$ cat src/rtl/rot_pkg.sv
// rot_pkg: shared operation encoding and compare-and-subtract modular add for rot_win_gen
package rot_pkg;
  typedef enum logic [1:0] {NOP, PUSH, POP, BOTH} op_t;
  function automatic int unsigned mod_add(input int unsigned a, input int unsigned b, input int unsigned depth);
    int unsigned s;
    s = a + b;
    return s >= depth ? s - depth : s;
  endfunction
endpackage

$ cat src/rtl/rot_idx_add.sv
// rot_idx_add: combinational index adder wrapping at DEPTH, operands < DEPTH
module rot_idx_add
  import rot_pkg::*;
#(
  parameter int DEPTH = 4,
  localparam int AW = $clog2(DEPTH)
) (
  input  logic [AW-1:0] a,
  input  logic [AW-1:0] b,
  output logic [AW-1:0] y
);
  assign y = AW'(mod_add(32'(a), 32'(b), DEPTH));
endmodule

$ cat src/rtl/rot_win_gen.sv
// rot_win_gen: circular line-buffer base/fill tracker emitting window and write indices; ROT_WIN_REVERSE_EN adds rev for newest-first cd
module rot_win_gen
  import rot_pkg::*;
#(
  parameter int DEPTH = 4,
  parameter int TAPS = 3,
  localparam int AW = $clog2(DEPTH)
) (
  input  logic              clk,
  input  logic              rst_n,
  input  logic              clr,
  input  logic              push,
  input  logic              pop,
`ifdef ROT_WIN_REVERSE_EN
  input  logic              rev,
`endif
  output logic [AW-1:0]     wr_idx,
  output logic [TAPS*AW-1:0] cd,
  output logic [AW:0]       fill,
  output logic              win_valid,
  output logic              full,
  output logic              ovf,
  output logic              unf
);
  logic [AW-1:0] base;
  logic [AW-1:0] base_inc;
  op_t op;
  assign op = op_t'({pop, push});
  assign base_inc = AW'(mod_add(32'(base), 1, DEPTH));
  assign win_valid = fill >= (AW+1)'(TAPS);
  assign full = fill == (AW+1)'(DEPTH);
  always_ff @(posedge clk or negedge rst_n)
    if (!rst_n) begin
      base <= '0;
      fill <= '0;
      ovf <= 1'b0;
      unf <= 1'b0;
    end else if (clr) begin
      base <= '0;
      fill <= '0;
      ovf <= 1'b0;
      unf <= 1'b0;
    end else
      case (op)
        PUSH: if (full) ovf <= 1'b1; else fill <= fill + 1'b1;
        POP: if (fill == '0) unf <= 1'b1; else begin
          base <= base_inc;
          fill <= fill - 1'b1;
        end
        // an empty buffer cannot retire, so the push still lands
        BOTH: if (fill == '0) begin
          fill <= (AW+1)'(1);
          unf <= 1'b1;
        end else base <= base_inc;
        default: ;
      endcase
  for (genvar i = 0; i < TAPS; i++) begin : g_tap
    logic [AW-1:0] off;
`ifdef ROT_WIN_REVERSE_EN
    assign off = rev ? AW'(TAPS - 1 - i) : AW'(i);
`else
    assign off = AW'(i);
`endif
    rot_idx_add #(.DEPTH(DEPTH)) u_add (.a(base), .b(off), .y(cd[i*AW +: AW]));
  end
  // a full buffer wraps the write slot back onto base
  rot_idx_add #(.DEPTH(DEPTH)) u_wr (.a(base), .b(full ? '0 : fill[AW-1:0]), .y(wr_idx));
endmodule

$ cat config.mk
export PLATFORM = sky130hd
export DESIGN_NAME = rot_win_gen
export DESIGN_NICKNAME = d
export VERILOG_FILES = /design/src/rtl/rot_pkg.sv /design/src/rtl/rot_idx_add.sv /design/src/rtl/rot_win_gen.sv
export SDC_FILE = /design/constraint.sdc
export NUM_CORES = 1
export LEC_CHECK = 0
export BUFFER_PORTS_ARGS = -buffer_cell sky130_fd_sc_hd__buf_2
export CORE_AREA = 2 2 39 41
export DETAILED_ROUTE_END_ITERATION = 8
export DIE_AREA = 0 0 41 43
export HOLD_SLACK_MARGIN = 0.15
export PLACE_DENSITY = 0.7
export SETUP_SLACK_MARGIN = 0.05
export SYNTH_ARGS = -nofsm -noshare
export SYNTH_HDL_FRONTEND = slang
export SYNTH_SLANG_ARGS = --single-unit
$ cat constraint.sdc
create_clock -name clk -period 3.8 [get_ports clk]
set_input_delay 0.76 -clock clk [delete_from_list [all_inputs] [get_ports clk]]
set_output_delay 0.76 -clock clk [all_outputs]
set_load 0.01 [all_outputs]
==> impl_metrics.json, run 1 <==
{
  "area_growth_pct": 16.8,
  "post-route-util": 0.477,
  "crit_fanout": 11,
  "multi_input_area_um2": 329,
  "met1_length_um": 467,
  "layout-drive-gt1-share": 0.365,
  "start_util": 0.409,
  "synth.distinct_cells": 26,
  "die_y_um": 43,
  "boundaryPins": 20,
  "fin_crit_sh": 0.565,
  "regToRegStartpoint": "fill[0]$_DFFE_PN0P_",
  "max_freq_mhz": 466,
  "r2r_cells": 5,
  "status": "finished, final reports clean",
  "max_stage_delay_ns": 0.62,
  "path_class": "reg2out",
  "synth_top_family_by_area": "simple AND/OR/NAND/NOR gates",
  "p_per_area_mw_per_mm2": 542,
  "postSynthAreaPerCell_um2": 9.92,
  "core_area_mm2": 0.00138,
  "h-tree-depth": 1,
  "synthCells": 57,
  "clkSlewWorstSetupHoldPaths_ns": 0.05,
  "period_minus_slack_ns": 2.15,
  "clock_sinks": 7,
  "clock_skew_ns": 0.00305,
  "finalNetCount": 85,
  "route.met2.wl_um": 495,
  "whs_ns": 0.328,
  "synth-edff-count": 0,
  "dr.pass1.iters": 3,
  "grt-ovfl-total": 0,
  "die_x_um": 41,
  "synthMuxAreaShare": 0.0177,
  "rsz0062_at_grt": "false",
  "slowest_stage": "dfrtp_1",
  "top_layer_used": "met4",
  "synth-simple-area-share": 0.201,
  "synth_fa_ha_area_frac": 0.124,
  "start_kind": "register",
  "regArea_um2": 175,
  "relSlewSlack": 0.700,
  "vias": 444,
  "routedWlPerCell_um": 11.9,
  "slew_viol_final": 0,
  "hold_path_class": "in2async",
  "r2r_slack_ns": 2.15,
  "grt_pass1_vias": 383,
  "synth_compound_gate_area_share": 0.146,
  "synth-seq-cells": 7,
  "crit_chain": "ha_1 > xnor2_1 > buf_2",
  "cts_tree": "built",
  "ctsHoldBuffers": 0,
  "vias_per_cell": 4.93,
  "crit_arrival_ns": 1.39,
  "yosys_warnings": 0,
  "synth_nets": 67,
  "diodes": 0,
  "drt_iter0_drc": 8,
  "tightest_slew_ns": 0.450,
  "cts_made_buffers": 3,
  "wirelength_um": 1070,
  "final_cell_mix": "buf_2 (19), nor2_1 (9), dfrtp_1 (7)",
  "hold_viol_final": 0,
  "cts_root_buf": "clkbuf_4",
  "antenna_found_initial": 0,
  "post_cts_resized": 0,
  "nFillCells": 139,
  "placed_area_um2": 634,
  "clk_latency_ns": 0.25,
  "setup_violations": 0,
  "crit_required_ns": 3.04,
  "grt_pass1_wl_um": 1690,
  "grt_util_all_layers": 0.150,
  "peakVddDrop_mv": 0.253,
  "place.gp.congestion": 0.756,
  "synth_area_um2": 566,
  "grt_max_degree": 12,
  "synth_xor_area_frac": 0.0929,
  "cts_setup_buffers": 0,
  "clock_path_buffers": 2,
  "route.detailed.drc": 0,
  "seq_area_frac_synth": 0.310,
  "synth-main-ff-cell": "dfrtp_1",
  "leakage_nw": 0.336,
  "stdcell_area_um2": 661,
  "ant_nets": 0,
  "worstSetupEndpointType": "output pin",
  "tns_ns": 0,
  "final_common_cell": "buf_2",
  "die_area_mm2": 0.00176,
  "cap_violations": 0,
  "fp-row-count": 14,
  "dp_hpwl_um": 803,
  "r2r_end": "fill[2]$_DFFE_PN0P_",
  "port_buffers": 19,
  "wl_met3_um": 92,
  "ys_async_sr_fraction": 1.00,
  "p_total_uw": 358
}
## cells by family (layout without fill, tap and decap cells)
kind of cell,after synthesis,in the layout
AO/OA/AOI/OAI,8,8
XOR/XNOR,6,6
adder cells (fa/ha/maj),5,5
buffers and inverters,10,27
flip-flops,7,7
multiplexers,1,1
AND/OR/NAND/NOR,20,20
## synthesized netlist by cell type, drive strengths merged, types with 2 or more instances
cell,count,area share
nor2,9,0.060
dfrtp,7,0.31
buf,5,0.075
ha,4,0.088
inv,4,0.027
nand2,4,0.027
xnor2,4,0.062
o21ai,3,0.033
nor3,2,0.018
o32ai,2,0.077
xor2,2,0.031
## worst max-delay path: cells and delay by family, from the launching register on
| kind | cells | cell delay, ns |
|---|---|---|
| flip-flops | 1 | 0.62 |
| XOR/XNOR | 1 | 0.12 |
| buffers and inverters | 1 | 0.15 |
| adder cells (fa/ha/maj) | 1 | 0.25 |
## power breakdown
group / internal, mW / switching [mW] / leakage (nW) / total, mW
Clock: 0.0402 / 0.0288 / 0.0150 / 0.0690
Combinational: 0.0797 / 0.0807 / 0.227 / 0.160
Sequential: 0.0893 / 0.0394 / 0.0935 / 0.129
## layout make-up
type | count | area share
Tap cell | 16 | 0.0303
Sequential cell | 7 | 0.265
Inverter | 4 | 0.0227
Clock buffer | 4 | 0.0398
Multi-Input combinational cell | 40 | 0.498
Timing Repair Buffer | 19 | 0.144
## through the flow
step           setup WS [ns]  std cells
6_report                1.65         90
5_1_grt                 1.57         90
4_1_cts                 1.64         90
3_5_place_dp            1.61         86
3_3_place_gp            1.68         86
2_1_floorplan           1.86         57
## worst max-delay path by stage
stage | startpoint | to | slack, ns
after floorplan | push | fill[2]$_DFFE_PN0P_ | 1.86
after CTS | fill[0]$_DFFE_PN0P_ | wr_idx[1] | 1.64
final | fill[0]$_DFFE_PN0P_ | wr_idx[1] | 1.65
after detailed placement | push | fill[2]$_DFFE_PN0P_ | 1.61
after global placement | push | fill[2]$_DFFE_PN0P_ | 1.68
after global routing | fill[0]$_DFFE_PN0P_ | wr_idx[1] | 1.57
## sequential cells by signal, summed over array words and instances (netlist names)
name and flops:
unf 1, base 2, fill 3, ovf 1
## layer usage
layer,track usage,up-vias
met4,0.0600,0
met3,0.0942,2
met1,0.181,204
met5,0,-
li1,-,221
met2,0.206,17
No activity file was read; power rests on OpenSTA's default activity.
==> run 2, diff against run 1 <==
--- a/config.mk
+++ b/config.mk
@@ -6,11 +6,11 @@
 export NUM_CORES = 1
 export LEC_CHECK = 0
 export BUFFER_PORTS_ARGS = -buffer_cell sky130_fd_sc_hd__buf_2
-export CORE_AREA = 2 2 39 41
+export CORE_AREA = 2 2 40 42
 export DETAILED_ROUTE_END_ITERATION = 8
-export DIE_AREA = 0 0 41 43
+export DIE_AREA = 0 0 42 44
 export HOLD_SLACK_MARGIN = 0.15
-export PLACE_DENSITY = 0.7
+export PLACE_DENSITY = 0.69
 export SETUP_SLACK_MARGIN = 0.05
 export SYNTH_ARGS = -nofsm -noshare
 export SYNTH_HDL_FRONTEND = slang
==> constraint.sdc (replaced) <==
create_clock -name clk -period 1.8 [get_ports clk]
set_input_delay 0.36 -clock clk [delete_from_list [all_inputs] [get_ports clk]]
set_output_delay 0.36 -clock clk [all_outputs]
set_load 0.01 [all_outputs]
==> impl_metrics.json, run 2 (synthesis results as in run 1) <==
{
  "status": "finished, final reports clean",
  "clk_latency_ns": 0.25,
  "die_x_um": 42,
  "clkSlewWorstSetupHoldPaths_ns": 0.05,
  "diodes": 0,
  "clock_skew_ns": 0.00116,
  "core_area_mm2": 0.00142,
  "cts_tree": "built",
  "leakage_nw": 0.362,
  "die_y_um": 44,
  "largest_reg_flops": 3,
  "crit_fanout": 8,
  "fp-row-count": 14,
  "dp_hpwl_um": 849,
  "cts_made_buffers": 3,
  "p_per_area_mw_per_mm2": 1100,
  "h-tree-depth": 1,
  "tns_ns": 0,
  "grt_pass1_vias": 441,
  "vias": 458,
  "place.gp.congestion": 0.729,
  "period_minus_slack_ns": 1.62,
  "wirelength_um": 1060,
  "cp_top_family": "flip-flops",
  "relSlewSlack": 0.747,
  "dr.pass1.iters": 4,
  "crit_arrival_ns": 1.26,
  "grt_max_degree": 11,
  "peakVddDrop_mv": 0.612,
  "final_common_cell": "buf_2",
  "finalNetCount": 90,
  "path_class": "reg2out",
  "port_buffers": 19,
  "setup_violations": 0,
  "hold_viol_final": 0,
  "cts_root_buf": "clkbuf_4",
  "path_buf_inv": 2,
  "tightest_slew_ns": 0.380,
  "grt_pass1_wl_um": 1900,
  "fin_crit_sh": 0.901,
  "grt-ovfl-total": 0,
  "start_kind": "register",
  "route.detailed.drc": 0,
  "slowest_stage": "dfrtp_2",
  "drt_iter0_drc": 7,
  "vias_per_cell": 4.82,
  "boundaryPins": 20,
  "hold_path_class": "in2reg",
  "final_cell_mix": "buf_2 (19), nor2_1 (9), dfrtp_1 (6)",
  "antenna_found_initial": 0,
  "max_stage_delay_ns": 0.47,
  "top_register": "fill",
  "nFillCells": 146,
  "post-route-util": 0.498,
  "area_growth_pct": 25.0,
  "layout-drive-gt1-share": 0.418,
  "die_area_mm2": 0.00185,
  "cap_violations": 0,
  "ant_nets": 0,
  "max_freq_mhz": 617,
  "grt_util_all_layers": 0.140,
  "clock_sinks": 7,
  "worstSetupEndpointType": "output pin",
  "crit_required_ns": 1.44,
  "routedWlPerCell_um": 11.1,
  "rsz0062_at_grt": "false",
  "clock_path_buffers": 2,
  "slew_viol_final": 0,
  "crit_chain": "buf_4 > nor3b_2 > buf_2",
  "top_regs": "fill: 3 flops, base: 2 flops",
  "start_util": 0.399
}
## run 2: changes by cell type in the layout (fill, tap and decap cells not counted)
cell,change
dlygate4sd3_1,+1
nor3b_2,+1
nor3b_1,-1
buf_4,+4
dfrtp_2,+1
dfrtp_1,-1
## run 2: per-stage QoR
step                      power (mW)  setup slack (ns)  cells  hold WS, ns  area (µm²)
after detailed placement       0.637             0.131     90        0.201         664
after CTS                      0.784            0.0911     95        0.421         702
final                          0.777             0.178     95        0.433         707
after floorplan                0.532             0.256     57       0.0644         566
after global placement         0.629             0.172     90        0.200         664
after global routing           0.846             0.115     95        0.454         707
## run 2: path summary, 6_finish.rpt
kind                            cells past startpoint  slack [ns]                   to                start
worst max-delay path                                3        0.18                 full  fill[0]$_DFFE_PN0P_
min in group asynchronous                           2        0.47  base[0]$_DFFE_PN0P_                rst_n
worst min register to register                      2        0.50      unf$_DFFE_PN0P_      unf$_DFFE_PN0P_
worst min-delay path                                2        0.43  base[0]$_DFFE_PN0P_                  clr
max in group asynchronous                           2        1.16  fill[0]$_DFFE_PN0P_                rst_n
worst max register to register                      5        0.32  fill[2]$_DFFE_PN0P_  fill[0]$_DFFE_PN0P_
## run 2: layout make-up
type | count | area (µm²) | area share
Multi-Input combinational cell | 40 | 334 | 0.473
Sequential cell | 7 | 176 | 0.250
Timing Repair Buffer | 24 | 135 | 0.191
Clock buffer | 4 | 26.3 | 0.0372
Tap cell | 16 | 20.0 | 0.0283
Inverter | 4 | 15.0 | 0.0212
## run 2: metal layers
layer,up-vias,GRT usage,part of all wire
li1,230,-,-
met1,213,0.171,0.42
met2,15,0.231,0.52
met3,0,0.0667,0.066
met4,0,0.0194,0
met5,-,0,0
## run 2: repair_timing
action / 4_1_cts / 5_1_grt
endpoints found under the setup margin: 1 / 1
setup buffers: 0 / 0
hold buffers: 1 / 0
resized for setup: 1 / 1
endpoints found under the hold margin: 7 / 0
## run 2: where the power goes
part / switching (mW) / leakage, nW / internal (mW)
clock: 0.0556 / 0.0150 / 0.0844
combinational: 0.196 / 0.255 / 0.190
sequential: 0.0613 / 0.0923 / 0.191
